==> config.mk <==
export PLATFORM = sky130hd
export DESIGN_NAME = ifetch_unit
export DESIGN_NICKNAME = d
export VERILOG_FILES = /design/src/rtl/ifetch_unit.sv
export SDC_FILE = /design/constraint.sdc
export NUM_CORES = 1
export LEC_CHECK = 0
export BUFFER_PORTS_ARGS = -buffer_cell sky130_fd_sc_hd__buf_2
export CAP_MARGIN = 20
export CORE_MARGIN = 2
export CORE_UTILIZATION = 52
export DETAILED_ROUTE_END_ITERATION = 10
export PLACE_DENSITY = 0.79
export SLEW_MARGIN = 0
export SYNTH_ARGS = -nofsm -noshare
export SYNTH_HDL_FRONTEND = slang
export SYNTH_SLANG_ARGS = --single-unit
==> constraint.sdc <==
create_clock -name CLK -period 2.4 [get_ports CLK]
set_input_delay 0.24 -clock CLK [delete_from_list [all_inputs] [get_ports CLK]]
set_output_delay 0.24 -clock CLK [all_outputs]
set_load 0.02 [all_outputs]
==> src/rtl/ifetch_unit.sv <==
// Instruction fetch stage for a single-port, no-change instruction BRAM.
// Holds the PC and issues 1-cycle-latency reads. Each {PC, instruction}
// record goes to decode over a valid/ready handshake. A decode stall
// gates the BRAM enable; the BRAM then holds RDATA, so no skid buffer is
// needed. Misaligned or out-of-range fetch addresses produce a single fault
// record. The stage then halts until a redirect arrives.
module ifetch_unit #(
  parameter int          ADDR_WIDTH = 10,
  parameter logic [31:0] RESET_PC   = 32'h0000_0000
) (
  input  logic                  CLK,
  input  logic                  RST,
  output logic                  IMEM_EN,
  output logic [ADDR_WIDTH-1:0] IMEM_ADDR,
  input  logic [31:0]           IMEM_RDATA,
  input  logic                  REDIRECT_VALID,
  input  logic [31:0]           REDIRECT_PC,
  output logic                  IF_VALID,
  input  logic                  IF_READY,
  output logic [31:0]           IF_PC,
  output logic [31:0]           IF_INSTR,
  output logic                  IF_FAULT
);

  typedef enum logic [1:0] {
    RUN   = 2'd0,
    FAULT = 2'd1,
    HALT  = 2'd2
  } state_e;

  state_e      state_q, state_d;
  logic [31:0] pc_q, pc_d;
  logic        req_q, req_d;
  logic [31:0] req_pc_q, req_pc_d;
  logic [31:0] fault_pc_q, fault_pc_d;

  logic [31:0] fetch_addr;
  logic        bad;
  logic        stall;
  logic        do_fetch;

  // A redirect overrides the sequential PC. The address is bad if it is
  // not word-aligned or if it lies beyond the BRAM.
  always_comb begin
    fetch_addr = REDIRECT_VALID ? REDIRECT_PC : pc_q;
    bad        = (|fetch_addr[1:0]) | (|fetch_addr[31:ADDR_WIDTH]);
  end

  // Drive the decode-facing record. A redirect squashes the record
  // presented in the same cycle.
  always_comb begin
    IF_VALID = ~RST & ~REDIRECT_VALID &
               (((state_q == RUN) & req_q) | (state_q == FAULT));
    IF_FAULT = ~RST & (state_q == FAULT);
    IF_PC    = (state_q == FAULT) ? fault_pc_q : req_pc_q;
    IF_INSTR = (state_q == RUN) ? IMEM_RDATA : 32'h0;
    stall    = IF_VALID & ~IF_READY;
    IMEM_ADDR = fetch_addr[ADDR_WIDTH-1:0];
  end

  // Compute the next state and the BRAM enable. A stall freezes everything,
  // so the held RDATA keeps the outputs stable.
  always_comb begin
    // NOTE: every signal gets a default before any branch, so no path can
    // leave one unassigned and infer a latch.
    state_d    = state_q;
    pc_d       = pc_q;
    req_d      = req_q;
    req_pc_d   = req_pc_q;
    fault_pc_d = fault_pc_q;
    IMEM_EN    = 1'b0;
    do_fetch   = 1'b0;

    if (!RST) begin
      unique case (state_q)
        RUN:     do_fetch = ~stall;
        FAULT: begin
          if (REDIRECT_VALID)  do_fetch = 1'b1;
          else if (IF_READY)   state_d  = HALT;
        end
        HALT:    do_fetch = REDIRECT_VALID;
        default: state_d  = RUN;
      endcase

      if (do_fetch) begin
        if (!bad) begin
          IMEM_EN  = 1'b1;
          req_d    = 1'b1;
          req_pc_d = fetch_addr;
          pc_d     = fetch_addr + 32'd4;
          state_d  = RUN;
        end else begin
          // The PC is never wrapped. A fetch past the top of memory becomes
          // a fault record, and no BRAM access is made.
          req_d      = 1'b0;
          fault_pc_d = fetch_addr;
          state_d    = FAULT;
        end
      end
    end
  end

  // State registers with synchronous reset. A read in flight at reset
  // is dropped.
  always_ff @(posedge CLK) begin
    // NOTE: sequential state uses non-blocking assignments, so every
    // register samples values from before the edge.
    if (RST) begin
      state_q    <= RUN;
      pc_q       <= RESET_PC;
      req_q      <= 1'b0;
      req_pc_q   <= 32'h0;
      fault_pc_q <= 32'h0;
    end else begin
      state_q    <= state_d;
      pc_q       <= pc_d;
      req_q      <= req_d;
      req_pc_q   <= req_pc_d;
      fault_pc_q <= fault_pc_d;
    end
  end

endmodule

* After elaboration in Yosys (flattened, before gate mapping)
Index checks and enable logic that the tools add are counted.
W data, S select, Z words.
** Word-level totals
- Bits of input ports :: 68
- Bits in writable memories :: 0
- Latch bits :: 0
- Flip-flop bits (word level) :: 99
- Memories :: 0
- Memory bits (read-only) :: 0
- Word-level logic and storage cells :: 44
** Cells by class
- Equal/unequal tests :: 5
- Add/subtract/negate cells :: 1
- $mul :: 0
- Shift-type cells :: 0
- Bitwise gates (word level) :: 12
- Div/mod/pow operators :: 0
- Muxes and demuxes :: 14
- Magnitude comparators :: 0
- Reduce and logical (&&, ||, !) cells :: 7
** Operator list (number)
- $mux W32 :: 3
- $add A32 B3 Y32 const B :: 1
- $reduce_or A22 Y1 :: 1
- $mux W1 :: 6
- $mux W2 :: 3
- $ne A3 B2 Y1 const B :: 2
- $and A1 B1 Y1 :: 5
- $not A1 Y1 :: 5
- $pmux W2 S2 :: 1
- $reduce_and A2 Y1 :: 2
- $reduce_or A2 Y1 :: 2
- $pmux W1 S3 :: 1
- $reduce_and A3 Y1 :: 1
- $eq A2 B1 Y1 const B :: 1
- $eq A2 B2 Y1 const B :: 1
- $logic_not A2 Y1 :: 1
- $ne A2 B1 Y1 const B :: 1
- $or A1 B1 Y1 :: 2

* Logic depth before layout (Yosys ltp)
- Word-level depth :: 10
- Depth in mapped cells :: 11

* Worst setup path before layout
Ideal clock, no wire load.
- Path type :: register to output
- Start point :: register pc_q[14]
- End point :: output port IMEM_EN
- Slack :: 0.192 ns
- Required time :: 2.160 ns
- Buffers on the path :: 1
- Cell stages (with the launch flop) :: 6
- Arrival time :: 1.968 ns
- Cell sequence :: dfxtp_1 or4_4 nor3_2 o2111ai_2 clkbuf_1 nor3_1
** Between the ends
- Word-level cells in the longest chain between the ends :: 6
** RTL lines
- from (decl) :: RTL line 32 : logic [31:0] pc_q, pc_d;
- from (signal assigned) :: RTL line 116 : pc_q <= pc_d;
- $mux W32 :: RTL line 45 : fetch_addr = REDIRECT_VALID ? REDIRECT_PC : pc_q;
- $reduce_or A22 Y1 :: RTL line 46 : bad = (|fetch_addr[1:0]) | (|fetch_addr[31:ADDR_WIDTH]);
- $or A1 B1 Y1 :: RTL line 46
- $mux W1 :: RTL line 86 : if (!bad) begin
- $mux W1 :: RTL line 85 : if (do_fetch) begin
- $mux W1 :: RTL line 74 : if (!RST) begin
- to (decl) :: RTL line 13 : output logic IMEM_EN,
Every way passes these cells.

* Final worst setup path
- Start point :: register state_q[1]
- End point :: output port IMEM_EN
** Between the ends
- Word-level cells in the longest chain between the ends :: 10
- Elaborated cells on any way between the ends :: 12
- Those cells by class :: eq/ne: 2; mux: 4; bitwise: 5; reduce/logical: 1
** RTL lines
- from (decl) :: RTL line 31 : state_e state_q, state_d;
- from (signal assigned) :: RTL line 115 : state_q <= state_d;
- $logic_not A2 Y1 :: RTL line 53, 75
- $and A1 B1 Y1 :: RTL line 53 : (((state_q == RUN) & req_q) | (state_q == FAULT));
- $or A1 B1 Y1 :: RTL line 53
- $and A1 B1 Y1 :: RTL line 52 : IF_VALID = ~RST & ~REDIRECT_VALID &
- $and A1 B1 Y1 :: RTL line 57 : stall = IF_VALID & ~IF_READY;
- $not A1 Y1 :: RTL line 76 : RUN: do_fetch = ~stall;
- $pmux W1 S3 * :: RTL line 75 : unique case (state_q)
- $mux W1 * :: RTL line 74
- $mux W1 * :: RTL line 85
- $mux W1 * :: RTL line 74
Every way passes the cells marked *; elsewhere a longest branch is shown, timed or not. The select of a mux whose other input is x is not followed.

==> implementation parameters <==
Parameter                              Value

Outcome
  Run status ... finished, final reports clean

Pwr
  Fraction of power consumed by sequential logic ... 41.1%
  Internal cell power ... 0.00289 W
  Clk network pwr share ... 27.9%
  Leakage dissipation ... 2.67 nW
  Largest vdd supply drop ... 470 uV
  Power density normalized to cell area ... 724 nW/um^2
  Gate power share ... 31.0%
  Switching power summed over all nets ... 0.00141 W
  Total power of the final layout ... 0.00430 W
  Switch share ... 32.7%

Drt
  Routed length on met3 ... 562 um
  Top layer in use ... met4
  Aggregate routed wire length ... 12400 um
  Met1 routed wirelength after detailed routing ... 5630 um
  ANT nets after route ... 0
  Average detailed-routed wire length per instance ... 16.5 um
  DRC ... 0
  Number of detailed-routing iterations run before antenna repair ... 4
  Via count ... 4183
  Ratio of routed vias to standard cells ... 5.54
  Iteration-0 DRC Markers ... 166
  Routed length on met2 ... 6060 um

Setup path
  Max stage delay on crit path ... 450 ps
  Setup crit start kind ... register
  Critical path, cell by cell ... inv_1 > ha_1 > a21oi_1 > o41a_1 > o221ai_2 > nor3_2 > buf_4
  Critical path depth ... 7
  CP Buf/Inv Count ... 2
  Worst Reg-to-Reg Cells ... 6
  Crit Path Max Fanout ... 4
  Endpoint class of the critical path ... primary output
  Setup Crit Path Kind ... register to primary output
  Crit path arrival time ... 2090 ps
  Cell family contributing the most delay on the critical path ... compound AO/OA/AOI/OAI gates
  Critical-path cell with the highest stage delay ... sky130_fd_sc_hd__o41a_1
  Crit path required time ... 2160 ps

Yosys
  Post-synthesis sequential element count ... 97
  Async set or reset register ratio after synthesis ... 0%
  Portion of the post-synthesis area used by sequential elements ... 40.2%
  Multiplexer fraction of the synthesized cell area ... 12.5%
  Cells after Synth ... 513
  Main flop type after synthesis ... sky130_fd_sc_hd__dfxtp_1
  Share of synthesized cell area in full adder, half adder and majority cells ... 1.29%
  Area contributors post-synth ... sky130_fd_sc_hd__dfxtp_1, sky130_fd_sc_hd__and2_1, sky130_fd_sc_hd__mux2_2
  Distinct cell type count of the synthesized netlist ... 54
  Proportion of netlist area held by the largest area contributor ... 40.2%
  Compound-cell area share of the yosys netlist ... 16.0%
  YS warnings ... 0
  Combinational family with the most area after synthesis ... simple AND/OR/NAND/NOR gates
  Share of synthesized cell area in and, or, nand and nor gates ... 20.8%
  XOR/XNOR share of the synthesized area ... 0.725%
  Post-Synthesis Net Count ... 586
  Post-synthesis cell type with the largest combined area ... sky130_fd_sc_hd__dfxtp_1
  Mean instance size in the synthesized netlist ... 9.42 sq um
  Count of flip-flops with a built-in enable after synthesis ... 0
  Cell Area, Synth ... 4830 sq um

Finish
  Leading cell types in the layout, fill and taps excluded ... sky130_fd_sc_hd__buf_2, sky130_fd_sc_hd__dfxtp_1, sky130_fd_sc_hd__and2_1
  Post-layout nets ... 712
  FILL cells ... 760
  Area of all placed cells without fillers ... 5930 sq um
  ANT cells ... 0
  Ratio of cells with drive above 1 in the final layout ... 37.9%
  Commonest non-fill, non-tap cell in the layout ... sky130_fd_sc_hd__buf_2
  Layout overhead on the synthesized area ... 22.8%

Global routing
  Overflow after GRT ... 0
  Aggregate global-route resource usage ... 24.9%
  Maximum number of pins on one net before global-route repair ... 57
  Vias in the first global route ... 4235
  Wire length of the first global-routing pass ... 20200 um
  Initial antenna violation count ... 0

Run
  Number of max-cap violations ... 0

Timing
  Final setup violation count ... 0
  Slew Limit Headroom ... 57.4%
  Clock Skew ... 12.8 ps
  Slew Viols, Final ... 0
  Crit share post-route ... 97.1%
  Min Tclk post-route ... 2330 ps
  Slew @ Worst Pin ... 639 ps
  Setup Total Neg Slack ... 0 ps
  Max Freq ... 0.429 GHz
  Number of failing hold endpoints at the final stage ... 0

Floorplan
  Area inside the core boundary ... 9110 sq um
  Total die area ... 10100 sq um
  Std cell rows ... 35
  Number of ports placed on the die boundary ... 145
  Initial core utilization ... 53.1%
  Die Y ... 100 um
  Die span in x ... 100 um

Clocking
  Htree depth ... 3
  Clk pin slew, worst setup/hold paths ... 90 ps
  Root Driver ... sky130_fd_sc_hd__clkbuf_8
  Cts bufs inserted ... 9
  Max Root-Sink Buffers ... 2
  Clock Latency Late Sink ... 360 ps
  Number of clock sinks ... 97
  CTS tree ... done

Placement
  Instance area at placement ... 5580 sq um
  Number of buffers added on ports ... 144
  Final HPWL DP ... 8790 um
  Routability Congestion ... 0.879

Min path
  Min-Delay Path Depth ... 3
  Class of the tightest hold or removal check ... input port to register
-- worst register-to-register path, delay by kind of cell, from the launching register on --
| kind | cells | cell delay [ps] |
|---|---|---|
| simple gates | 2 | 810 |
| compound gates | 2 | 550 |
| flops | 1 | 330 |
| mux | 1 | 220 |
| buf+inv | 1 | 320 |
-- final cells by class --
type	instances	area (sq um)	share of cell area, %
inverters	32	120	2.02
clock buffers	11	151	2.55
flip-flops and latches	97	1940	32.7
repair buffers	166	917	15.5
clock inverters	5	77.6	1.31
well taps	111	139	2.34
multi-input cells	333	2590	43.6
-- sequential cells by signal, indices dropped and copies added (netlist names) --
signal	cells
fault_pc_q	32
pc_q	32
req_pc_q	30
req_q	1
state_q	2
-- power groups by stage --
stage	clock, W	sequential, W	combinational (W)
after floorplan	0	0.00178	0.000923
after global placement	0	0.00180	0.00125
after detailed placement	0	0.00181	0.00129
after CTS	0.00121	0.00177	0.00130
after global routing	0.00127	0.00178	0.00143
final	0.00120	0.00177	0.00133
-- cell families after synthesis --
| family | count (synthesis) |
|---|---|
| fa+ha+maj | 5 |
| simple gates | 167 |
| compound gates | 102 |
| mux | 55 |
| buf+inv | 83 |
| xor+xnor | 4 |
| flops | 97 |
-- metrics by stage --
stage	utilization [%]	setup slack [ps]	std cells	hold slack, ps
5_1_grt	65.2	-33.7	755	289
3_3_place_gp	61.3	150	737	438
3_5_place_dp	61.3	73.0	737	440
4_1_cts	64.6	4.92	755	280
6_report	65.2	70.7	755	283
2_1_floorplan	-	192	513	426
-- layer usage --
metal / up-vias / global-route usage (%)
met4: 0 / 6.32
met1: 2008 / 32.1
li1: 2043 / -
met3: 21 / 5.43
met2: 111 / 42.3
met5: - / 0
-- Yosys cell counts, types with 5 or more instances --
library cell and n:
sky130_fd_sc_hd__inv_1 32, sky130_fd_sc_hd__and2_1 78, sky130_fd_sc_hd__buf_6 5, sky130_fd_sc_hd__or4_1 5, sky130_fd_sc_hd__nor2_1 8, sky130_fd_sc_hd__clkbuf_1 17
sky130_fd_sc_hd__ha_1 5, sky130_fd_sc_hd__mux2_2 38, sky130_fd_sc_hd__a21oi_1 16, sky130_fd_sc_hd__nor4_1 5, sky130_fd_sc_hd__dfxtp_1 97, sky130_fd_sc_hd__a31oi_1 7
sky130_fd_sc_hd__nand3_1 11, sky130_fd_sc_hd__mux2i_1 14, sky130_fd_sc_hd__a221oi_1 16, sky130_fd_sc_hd__o21ai_0 12, sky130_fd_sc_hd__nand2_1 13, sky130_fd_sc_hd__nor2b_1 27
sky130_fd_sc_hd__buf_2 12, sky130_fd_sc_hd__buf_4 13, sky130_fd_sc_hd__a211oi_1 27
-- final timing paths --
path | from | end | slack (ps)
hold reg to reg | req_pc_q[26] | req_pc_q[26] | 460
hold / removal | REDIRECT_PC[25] | fault_pc_q[25] | 280
setup reg to reg | pc_q[24] | fault_pc_q[23] | 90
setup / recovery | state_q[1] | IMEM_EN | 70
-- what timing repair did --
action | 4_1_cts | 5_1_grt
buffers inserted | 2 | 1
setup endpoints to repair | 1 | 20
resized for setup | 9 | 11
hold buffers | 0 | 0
pin swaps | 3 | 5
No activity file was read; power rests on OpenSTA's default activity.
